==> src/rtl/mul_pipe_pkg.sv <==
// Shared definitions for the parametrised shift-add multiplier pipeline.
// Latency: n/a (package). Backpressure: n/a.
// Contents: operand mode encoding, pipeline latency and stage-record field widths.
package mul_pipe_pkg;

    // Per-transaction operand interpretation.
    typedef enum logic {
        MODE_UNSIGNED = 1'b0,
        MODE_SIGNED   = 1'b1
    } mode_e;

    // Clock edges from accept to result on p_o with no stalls.
    function automatic int mul_latency(input int width);
        return width;
    endfunction

    // Stage-record field widths, so integrators can size taps and monitors.
    function automatic int stage_acc_w(input int width);
        return 2 * width;
    endfunction

    function automatic int stage_opnd_w(input int width);
        return width;
    endfunction

    // Counter must hold WIDTH+1 (S0..S_WIDTH all valid).
    function automatic int stage_cnt_w(input int width);
        return $clog2(width + 2);
    endfunction

endpackage

==> src/rtl/mul_pp_stage.sv <==
// One shift-add stage S_K: adds (or, for the signed top bit, subtracts) partial product K.
// Latency: 1 cycle. Backpressure: all registers hold while en=0; clear drops the valid bit.
// Ports: clk, rst_n, en (=~stall), clear (flush), i_* upstream stage record, o_* registered record.
module mul_pp_stage
    import mul_pipe_pkg::*;
#(
    parameter int WIDTH = 8,
    parameter int TAG_W = 4,
    parameter int K     = 1
) (
    input  logic                 clk,
    input  logic                 rst_n,
    input  logic                 en,
    input  logic                 clear,
    input  logic                 i_vld,
    input  logic [2*WIDTH-1:0]   i_acc,
    input  logic [WIDTH-1:0]     i_a,
    input  logic [WIDTH-1:0]     i_b,
    input  logic [TAG_W-1:0]     i_tag,
    input  logic                 i_mode,
    output logic                 o_vld,
    output logic [2*WIDTH-1:0]   o_acc,
    output logic [WIDTH-1:0]     o_a,
    output logic [WIDTH-1:0]     o_b,
    output logic [TAG_W-1:0]     o_tag,
    output logic                 o_mode
);

    logic                 r_vld;
    logic [2*WIDTH-1:0]   r_acc;
    logic [WIDTH-1:0]     r_a;
    logic [WIDTH-1:0]     r_b;
    logic [TAG_W-1:0]     r_tag;
    logic                 r_mode;

    logic [2*WIDTH-1:0]   w_ext_a;
    logic [2*WIDTH-1:0]   w_pp;
    logic [2*WIDTH-1:0]   w_sum;

    always_comb begin
        w_ext_a = {{WIDTH{1'b0}}, i_a};
        if (i_mode == MODE_SIGNED) begin
            w_ext_a = {{WIDTH{i_a[WIDTH-1]}}, i_a};
        end
        w_pp = i_b[K] ? (w_ext_a << K) : '0;
        // In two's complement the multiplier MSB carries weight -2^(WIDTH-1),
        // so its partial product is subtracted rather than added.
        if ((K == WIDTH - 1) && (i_mode == MODE_SIGNED)) begin
            w_sum = i_acc - w_pp;
        end else begin
            w_sum = i_acc + w_pp;
        end
    end

    always_ff @(posedge clk or negedge rst_n) begin
        if (!rst_n) begin
            r_vld  <= 1'b0;
            r_acc  <= '0;
            r_a    <= '0;
            r_b    <= '0;
            r_tag  <= '0;
            r_mode <= 1'b0;
        end else begin
            if (clear) begin
                r_vld <= 1'b0;
            end else if (en) begin
                r_vld <= i_vld;
            end
            // Data follows en only; a flushed stage's data is ignored because valid is 0.
            if (en) begin
                r_acc  <= w_sum;
                r_a    <= i_a;
                r_b    <= i_b;
                r_tag  <= i_tag;
                r_mode <= i_mode;
            end
        end
    end

    assign o_vld  = r_vld;
    assign o_acc  = r_acc;
    assign o_a    = r_a;
    assign o_b    = r_b;
    assign o_tag  = r_tag;
    assign o_mode = r_mode;

endmodule

==> src/rtl/mul_pipeline_param.sv <==
// Pipelined shift-add multiplier, full 2*WIDTH product, unsigned or signed per pair, tag passthrough.
// Latency: WIDTH cycles accept-to-result; one result per clock when unstalled.
// Backpressure: valid_o & ~ready_i freezes every stage; ready_o = ~stall & ~flush_i (comb from ready_i).
// Ports: clk, rst_n; upstream valid_i/ready_o/a_i/b_i/signed_i/tag_i; flush_i;
//        downstream valid_o/ready_i/p_o/tag_o; in_flight_o = number of valid stages S0..S_WIDTH.
module mul_pipeline_param
    import mul_pipe_pkg::*;
#(
    parameter int WIDTH = 8,
    parameter int TAG_W = 4
) (
    input  logic                          clk,
    input  logic                          rst_n,
    input  logic                          valid_i,
    output logic                          ready_o,
    input  logic [WIDTH-1:0]              a_i,
    input  logic [WIDTH-1:0]              b_i,
    input  logic                          signed_i,
    input  logic [TAG_W-1:0]              tag_i,
    input  logic                          flush_i,
    output logic                          valid_o,
    input  logic                          ready_i,
    output logic [2*WIDTH-1:0]            p_o,
    output logic [TAG_W-1:0]              tag_o,
    output logic [$clog2(WIDTH+2)-1:0]    in_flight_o
);

    localparam int CNT_W = $clog2(WIDTH + 2);

    // Handshake
    logic w_stall;
    logic w_en;
    logic w_accept;
    logic w_xfer;

    // S0 registers
    logic                 r_s0_vld;
    logic [2*WIDTH-1:0]   r_s0_acc;
    logic [WIDTH-1:0]     r_s0_a;
    logic [WIDTH-1:0]     r_s0_b;
    logic [TAG_W-1:0]     r_s0_tag;
    logic                 r_s0_mode;
    logic [2*WIDTH-1:0]   w_ext_a0;
    logic [2*WIDTH-1:0]   w_pp0;

    // Stage chain: index k is the output of S_k (index 0 is S0).
    logic                 w_vld  [WIDTH];
    logic [2*WIDTH-1:0]   w_acc  [WIDTH];
    logic [WIDTH-1:0]     w_a    [WIDTH];
    logic [WIDTH-1:0]     w_b    [WIDTH];
    logic [TAG_W-1:0]     w_tag  [WIDTH];
    logic                 w_mode [WIDTH];

    // Output stage S_WIDTH and occupancy counter
    logic                 r_out_vld;
    logic [2*WIDTH-1:0]   r_out_p;
    logic [TAG_W-1:0]     r_out_tag;
    logic [CNT_W-1:0]     r_cnt;

    assign w_stall  = r_out_vld & ~ready_i;
    assign w_en     = ~w_stall;
    assign ready_o  = ~w_stall & ~flush_i;
    assign w_accept = valid_i & ready_o;
    // A transfer in the flush cycle still counts as delivered.
    assign w_xfer   = r_out_vld & ready_i;

    // S0: partial product 0 goes straight into the accumulator.
    always_comb begin
        w_ext_a0 = {{WIDTH{1'b0}}, a_i};
        if (signed_i == MODE_SIGNED) begin
            w_ext_a0 = {{WIDTH{a_i[WIDTH-1]}}, a_i};
        end
        w_pp0 = b_i[0] ? w_ext_a0 : '0;
    end

    always_ff @(posedge clk or negedge rst_n) begin
        if (!rst_n) begin
            r_s0_vld  <= 1'b0;
            r_s0_acc  <= '0;
            r_s0_a    <= '0;
            r_s0_b    <= '0;
            r_s0_tag  <= '0;
            r_s0_mode <= 1'b0;
        end else begin
            if (flush_i) begin
                r_s0_vld <= 1'b0;
            end else if (w_en) begin
                r_s0_vld <= w_accept;
            end
            if (w_en) begin
                r_s0_acc  <= w_pp0;
                r_s0_a    <= a_i;
                r_s0_b    <= b_i;
                r_s0_tag  <= tag_i;
                r_s0_mode <= signed_i;
            end
        end
    end

    assign w_vld[0]  = r_s0_vld;
    assign w_acc[0]  = r_s0_acc;
    assign w_a[0]    = r_s0_a;
    assign w_b[0]    = r_s0_b;
    assign w_tag[0]  = r_s0_tag;
    assign w_mode[0] = r_s0_mode;

    // S1..S_(WIDTH-1)
    for (genvar k = 1; k < WIDTH; k++) begin : g_stage
        mul_pp_stage #(
            .WIDTH (WIDTH),
            .TAG_W (TAG_W),
            .K     (k)
        ) u_stage (
            .clk    (clk),
            .rst_n  (rst_n),
            .en     (w_en),
            .clear  (flush_i),
            .i_vld  (w_vld[k-1]),
            .i_acc  (w_acc[k-1]),
            .i_a    (w_a[k-1]),
            .i_b    (w_b[k-1]),
            .i_tag  (w_tag[k-1]),
            .i_mode (w_mode[k-1]),
            .o_vld  (w_vld[k]),
            .o_acc  (w_acc[k]),
            .o_a    (w_a[k]),
            .o_b    (w_b[k]),
            .o_tag  (w_tag[k]),
            .o_mode (w_mode[k])
        );
    end

    // Operands and mode are fully consumed by the last adder stage.
    logic w_unused;
    assign w_unused = ^{w_a[WIDTH-1], w_b[WIDTH-1], w_mode[WIDTH-1]};

    // S_WIDTH: registers the finished product; holds p_o/tag_o while stalled.
    always_ff @(posedge clk or negedge rst_n) begin
        if (!rst_n) begin
            r_out_vld <= 1'b0;
            r_out_p   <= '0;
            r_out_tag <= '0;
        end else begin
            if (flush_i) begin
                r_out_vld <= 1'b0;
            end else if (w_en) begin
                r_out_vld <= w_vld[WIDTH-1];
            end
            if (w_en) begin
                r_out_p   <= w_acc[WIDTH-1];
                r_out_tag <= w_tag[WIDTH-1];
            end
        end
    end

    // Occupancy: tracks valid stages without summing WIDTH+1 valid bits.
    always_ff @(posedge clk or negedge rst_n) begin
        if (!rst_n) begin
            r_cnt <= '0;
        end else if (flush_i) begin
            r_cnt <= '0;
        end else begin
            case ({w_accept, w_xfer})
                2'b10:   r_cnt <= r_cnt + CNT_W'(1);
                2'b01:   r_cnt <= r_cnt - CNT_W'(1);
                default: r_cnt <= r_cnt;
            endcase
        end
    end

    assign valid_o     = r_out_vld;
    assign p_o         = r_out_p;
    assign tag_o       = r_out_tag;
    assign in_flight_o = r_cnt;

endmodule

==> config.mk <==
export PLATFORM = sky130hd
export DESIGN_NAME = mul_pipeline_param
export DESIGN_NICKNAME = d
export VERILOG_FILES = /design/src/rtl/mul_pipe_pkg.sv /design/src/rtl/mul_pp_stage.sv /design/src/rtl/mul_pipeline_param.sv
export SDC_FILE = /design/constraint.sdc
export NUM_CORES = 1
export LEC_CHECK = 0
export CELL_PAD_IN_SITES_DETAIL_PLACEMENT = 0
export CELL_PAD_IN_SITES_GLOBAL_PLACEMENT = 1
export CORE_MARGIN = 2
export CORE_UTILIZATION = 40
export DETAILED_ROUTE_END_ITERATION = 8
export PLACE_DENSITY_LB_ADDON = 0.08
export REMOVE_ABC_BUFFERS = 1
export SLEW_MARGIN = 20
export SYNTH_ARGS = -nofsm -noshare
export SYNTH_HDL_FRONTEND = slang
export SYNTH_SLANG_ARGS = --single-unit
==> constraint.sdc <==
create_clock -name clk -period 3.76 [get_ports clk]
set_input_delay 0.564 -clock clk [delete_from_list [all_inputs] [get_ports clk]]
set_output_delay 0.564 -clock clk [all_outputs]
set_load 0.03 [all_outputs]
==> results.sh, run 1 <==
export IMPL_avgViaCountPerCell=4.83
export IMPL_cts_tree="yes"
export IMPL_initial_core_util_pct=40.4
export IMPL_grt_pass1_wl_um=48100
export IMPL_arrival_ps=3140
export IMPL_drtPass1Iterations=4
export IMPL_clk_path_buf_depth=3
export IMPL_yosysWarnings=0
export IMPL_rows=68
export IMPL_vias=10100
export IMPL_peakVddDrop_v=0.000353
export IMPL_p_leak_nw=7.89
export IMPL_worst_pin_slew_ps=818
export IMPL_critPathKind="reg -> reg"
export IMPL_drt_initial_drc_count=371
export IMPL_cpPeakStageDelay_ps=540
export IMPL_post_cts_buffers=0
export IMPL_dp_cells=2031
export IMPL_gp_routability_congestion=0.768
export IMPL_antenna_found_initial=0
export IMPL_core_mm2=0.0344
export IMPL_yosys_top_cells_count="nand2_1 (640), dfrtp_1 (277), a21oi_1 (87)"
export IMPL_period_minus_slack_ps=2750
export IMPL_synth_ff_type="dfrtp_1"
export IMPL_yosysUniqueCellTypes=55
export IMPL_critPathMostFrequentCell="a21oi_1"
export IMPL_area_growth_pct=16.1
export IMPL_synth_edf_count=0
export IMPL_slew_viol_final=0
export IMPL_cap_violations=0
export IMPL_post_route_util_pct=46.9
export IMPL_synthArstFlopShare_pct=100
export IMPL_cts_root_buf="clkbuf_16"
export IMPL_num_fill_cells=3417
export IMPL_num_io_pins=52
export IMPL_fmax_ghz=0.363
export IMPL_finalCritPeriodShare_pct=73.2
export IMPL_powerDensity_mw_per_mm2=604
export IMPL_synth_top_cell_area_share_pct=50.0
export IMPL_final_cells=2094
export IMPL_port_buffers=51
export IMPL_die_area_mm2=0.0362
export IMPL_seq_area_frac_synth_pct=50.0
export IMPL_critPathSlowestCell="dfrtp_1"
export IMPL_wl_um=27300
export IMPL_cts_reportedPaths_clkPinSlew_ps=60
export IMPL_syn_area_mm2=0.0139
export IMPL_ant_nets=0
export IMPL_status="finished, final reports clean"
export IMPL_rsz0062_at_grt="false"
export IMPL_ctsHoldBuffers=1
export IMPL_grt_max_degree=143
export IMPL_startpoint_type="flip-flop"
export IMPL_drive_gt1_share_pct=5.61
export IMPL_clock_sinks=277
export IMPL_synth_most_common_cell="nand2_1"
export IMPL_htree_levels=2
export IMPL_cts_buffers=35
export IMPL_synth_area_per_cell_um2=8.79
export IMPL_synth_top_area_cell="dfrtp_1"
export IMPL_die_width_um=190
export IMPL_finClkSkew_ps=16.9
export IMPL_cts_resized_gates=0
export IMPL_path_cells="nand2_1 -> ha_1 -> a21oi_1 -> xor2_1 -> ha_1 -> a21oi_1 -> nor2b_1 -> a311oi_2 -> o21ai_1 -> xnor2_1 -> a21oi_1"
export IMPL_hold_viol=0
export IMPL_die_height_um=190
export IMPL_grt_pass1_vias=10200
export IMPL_timing_hold_ws_ps=461
export IMPL_hold_class="reg -> reg"
export IMPL_drc=0
export IMPL_dp_hpwl_um=17800
export IMPL_nets=1722
export IMPL_max_slew_margin_pct=45.5
export IMPL_cp_required_ps=4150
export IMPL_synth_area_leaders="dfrtp_1 (50%), nand2_1 (17%), ha_1 (6.8%)"
export IMPL_gr_total_overflow=0
export IMPL_critPathCaptureType="flip-flop"
export IMPL_postSynthRegisterBits=277
export IMPL_antenna_cells=0
export IMPL_clk_latency_ps=500
export IMPL_cp_max_fo=13
export IMPL_netlist_instances=1578
export IMPL_setup_viol=0
export IMPL_grt_total_usage_pct=15.8
export IMPL_wl_per_cell_um=13.0
[report_power, final]
group / total (mW) / internal, mW / switching (mW)
clock: 3.40 / 2.14 / 1.26
sequential: 3.89 / 3.56 / 0.337
combinational: 2.44 / 1.13 / 1.32
[critical path: cells and delay by family, from the launching register on]
family,cells,cell delay (ps)
compound gates,5,1030
flops,1,540
fa+ha+maj,2,510
xor+xnor,2,350
simple gates,2,190
[logic make-up after synthesis]
family / synth area share (%)
AND/OR/NAND/NOR: 24.4
multiplexers: 0.577
flip-flops: 50.0
XOR/XNOR: 4.55
buffers and inverters: 2.36
adder cells (fa/ha/maj): 7.77
AO/OA/AOI/OAI: 10.4
[area by class of cell]
| class | count | area (um^2) | share of cell area [%] |
|---|---|---|---|
| Sequential cell | 277 | 6930 | 43.0 |
| Clock buffer | 52 | 1090 | 6.78 |
| Clock inverter | 10 | 103 | 0.637 |
| Inverter | 13 | 48.8 | 0.303 |
| Multi-Input combinational cell | 1222 | 6630 | 41.1 |
| Tap cell | 455 | 569 | 3.53 |
| Timing Repair Buffer | 65 | 736 | 4.57 |
[worst paths after layout]
| path | end | slack (ps) | depth (start not counted) | from |
|---|---|---|---|---|
| max | g_stage[7].u_stage.o_acc[15] | 1010 | 11 | g_stage[6].u_stage.o_b[7] |
| min | p_o[13] | 460 | 2 | p_o[13] |
| max reg2reg | g_stage[7].u_stage.o_acc[15] | 1010 | 11 | g_stage[6].u_stage.o_b[7] |
| min reg2reg | p_o[13] | 460 | 2 | p_o[13] |
| max in group asynchronous | g_stage[1].u_stage.o_acc[15] | 2310 | 3 | rst_n |
| min in group asynchronous | p_o[9] | 570 | 2 | rst_n |
[state kept, by name, summed over array words and instances, names as in the netlist]
signal	flops
g_stage.u_stage.o_acc	112
g_stage.u_stage.o_a	48
g_stage.u_stage.o_tag	28
g_stage.u_stage.o_b	21
p_o	16
r_s0_acc	9
r_s0_a	8
g_stage.u_stage.o_vld	7
r_s0_b	7
g_stage.u_stage.o_mode	6
in_flight_o	4
r_s0_tag	4
tag_o	4
r_s0_mode	1
r_s0_vld	1
valid_o	1
[layout by cell type, fill, tap and decap left out, drive strengths merged, types with 13 or more instances in the layout]
cell type / n
a21oi: 88
and2: 48
o21ai: 62
a21o: 17
clkbuf: 52
clkdlybuf4s50: 50
buf: 14
nand2: 640
nor2: 64
ha: 75
xnor2: 32
xor2: 40
inv: 13
nor3: 20
dfrtp: 277
[metal layers]
layer,global-route usage (%),vias up,part of all wire (%)
met4,4.38,0,2.1
met5,0,-,0
li1,-,5252,-
met3,2.56,42,2.9
met2,29.0,95,50
met1,19.1,4731,45
[through the flow]
step                cell area [um^2]  setup slack, ps  power [mW]  setup TNS [ps]
CTS                            16100              944        9.91               0
finish                         16100             1010        9.73               0
floorplan                      13600            -7760        5.75        -1514520
global route                   16100              753        10.4               0
detailed placement             14900              939        6.43               0
global placement               14900              983        6.39               0
No activity file was read; power rests on OpenSTA's default activity.
==> inputs of run 2 (changes only) <==
==> constraint.sdc (replaced) <==
create_clock -name clk -period 2.2 [get_ports clk]
set_input_delay 0.33 -clock clk [delete_from_list [all_inputs] [get_ports clk]]
set_output_delay 0.33 -clock clk [all_outputs]
set_load 0.03 [all_outputs]
==> run 2 against run 1 <==
The flow now finishes with violations (setup timing); cell area up 11%; worst hold slack worse by 120 ps; core utilization up 5.2 points; critical path depth unchanged; critical endpoint is now g_stage[7].u_stage.o_acc[13]; highest routed layer unchanged.
==> results.sh, run 2 (synthesized netlist as in run 1, its figures left out) <==
export IMPL_preCtsSetupSlack_ps=-390
export IMPL_cpPeakStageDelay_ps=400
export IMPL_drtPass1Iterations=4
export IMPL_port_buffers=51
export IMPL_finalCritPeriodShare_pct=110
export IMPL_grt_total_usage_pct=17.0
export IMPL_violations="setup timing"
export IMPL_cts_reportedPaths_clkPinSlew_ps=50
export IMPL_stdcell_area_mm2=0.0179
export IMPL_initial_core_util_pct=40.4
export IMPL_dp_hpwl_um=20400
export IMPL_finalWorstSetupSlack_ps=-220
export IMPL_area_growth_pct=28.9
export IMPL_antenna_found_initial=0
export IMPL_die_height_um=190
export IMPL_drt_initial_drc_count=340
export IMPL_cts_tree="yes"
export IMPL_final_cell_mix="nand2_1 (639), dfrtp_1 (274), buf_4 (140)"
export IMPL_gr_total_overflow=0
export IMPL_cap_violations=0
export IMPL_setup_viol=11
export IMPL_num_io_pins=52
export IMPL_final_cells=2240
export IMPL_largest_reg_flops=112
export IMPL_path_cells="or3_4 -> nor3_4 -> nor2_2 -> xor2_1 -> nand2_1 -> ha_4 -> buf_6 -> a311oi_4 -> buf_4 -> xnor2_2 -> a21oi_1"
export IMPL_period_minus_slack_ps=2420
export IMPL_path_depth=11
export IMPL_grt_pass1_vias=11000
export IMPL_path_buf_inv=2
export IMPL_final_common_cell="nand2_1"
export IMPL_finClkSkew_ps=12.7
export IMPL_vias=10800
export IMPL_grt_pass1_wl_um=51500
export IMPL_wl_um=29500
export IMPL_worst_pin_slew_ps=495
export IMPL_cts_root_buf="clkbuf_16"
export IMPL_core_mm2=0.0344
export IMPL_rows=68
export IMPL_grt_max_degree=64
export IMPL_antenna_cells=0
export IMPL_htree_levels=2
export IMPL_post_route_util_pct=52.0
export IMPL_cp_max_fo=3
export IMPL_max_slew_margin_pct=66.1
export IMPL_cts_buffers=34
export IMPL_fin_setup_tns_ps=-1010
export IMPL_critPathSlowestCell="dfrtp_1"
export IMPL_rsz0062_at_grt="true"
export IMPL_startpoint_type="flip-flop"
export IMPL_ant_nets=0
export IMPL_place_area_mm2=0.0159
export IMPL_r2r_slack_ps=-220
export IMPL_gp_routability_congestion=0.799
export IMPL_peakVddDrop_v=0.000915
export IMPL_drc=0
export IMPL_hold_viol=0
export IMPL_die_area_mm2=0.0362
export IMPL_nets=1867
export IMPL_cp_required_ps=2570
export IMPL_reg2reg_depth=11
export IMPL_fmax_ghz=0.413
export IMPL_drive_gt1_share_pct=18.8
export IMPL_power_mw=18.1
export IMPL_path_delay_family="simple AND/OR/NAND/NOR gates"
export IMPL_status="complete, but fails checks"
export IMPL_wl_per_cell_um=13.1
export IMPL_powerDensity_mw_per_mm2=1010
export IMPL_hold_class="in -> async"
export IMPL_clock_sinks=277
export IMPL_timing_hold_ws_ps=338
export IMPL_arrival_ps=2790
export IMPL_critPathCaptureType="flip-flop"
export IMPL_p_leak_nw=8.70
export IMPL_slew_viol_final=0
export IMPL_die_width_um=190
export IMPL_avgViaCountPerCell=4.82
export IMPL_critPathKind="reg -> reg"
export IMPL_clk_latency_ps=500
export IMPL_dp_cells=2160
export IMPL_clk_path_buf_depth=3
-- run 2: changes by cell type in the layout (fill, tap and decap cells not counted), sizes merged --
cell and delta:
buf +146, bufinv +1, clkdlybuf4s50 -1, clkinvlp -1
dlygate4sd2 +1
-- run 2: timing repair --
action,in CTS,in global routing
endpoints found under the setup margin,34,35
pin swaps,42,83
hold buffers,1,0
resized for setup,64,88
buffers inserted,9,8
endpoints found under the hold margin,44,0
-- run 2: path summary, 6_finish.rpt --
path / start / endpoint
worst max-delay path: g_stage[6].u_stage.o_a[1] / g_stage[7].u_stage.o_acc[13]
worst min-delay path: rst_n / p_o[5]
worst max register to register: g_stage[6].u_stage.o_a[1] / g_stage[7].u_stage.o_acc[13]
worst min register to register: tag_o[2] / tag_o[2]
max in group asynchronous: rst_n / g_stage[4].u_stage.o_acc[0]
min in group clk: b_i[1] / r_s0_b[1]
-- run 2: worst register-to-register path: stages (launching register included) --
cell	delay, ps
dfrtp_1	400
or3_4	400
nor3_4	150
nor2_2	60
xor2_1	140
nand2_1	110
ha_4	210
buf_6	120
a311oi_4	360
buf_4	190
xnor2_2	100
a21oi_1	80
-- run 2: cell type report --
type / count / area, um^2
clock buffers: 52 / 1060
multi-input cells: 1222 / 7260
repair buffers: 211 / 1890
clock inverters: 10 / 125
fillers: 3240 / 16500
inverters: 13 / 48.8
well taps: 455 / 569
flip-flops and latches: 277 / 6940
-- run 2: power by group --
group	internal, mW	leakage [nW]	total, mW	switching (mW)
sequential	6.08	3.31	6.71	0.628
combinational	2.87	4.80	5.56	2.70
clock	3.68	0.592	5.79	2.11
-- run 2: routing by layer --
metal  global-route usage, %  share of wire (%)  up-vias  wire [um]
li1                        -                  -     5550          -
met1                    20.1                 43     5109      12700
met2                    31.7                 52      100      15300
met3                    2.43                2.5       48        736
met4                    5.07                2.4        0        695
met5                       0                  0        -          0
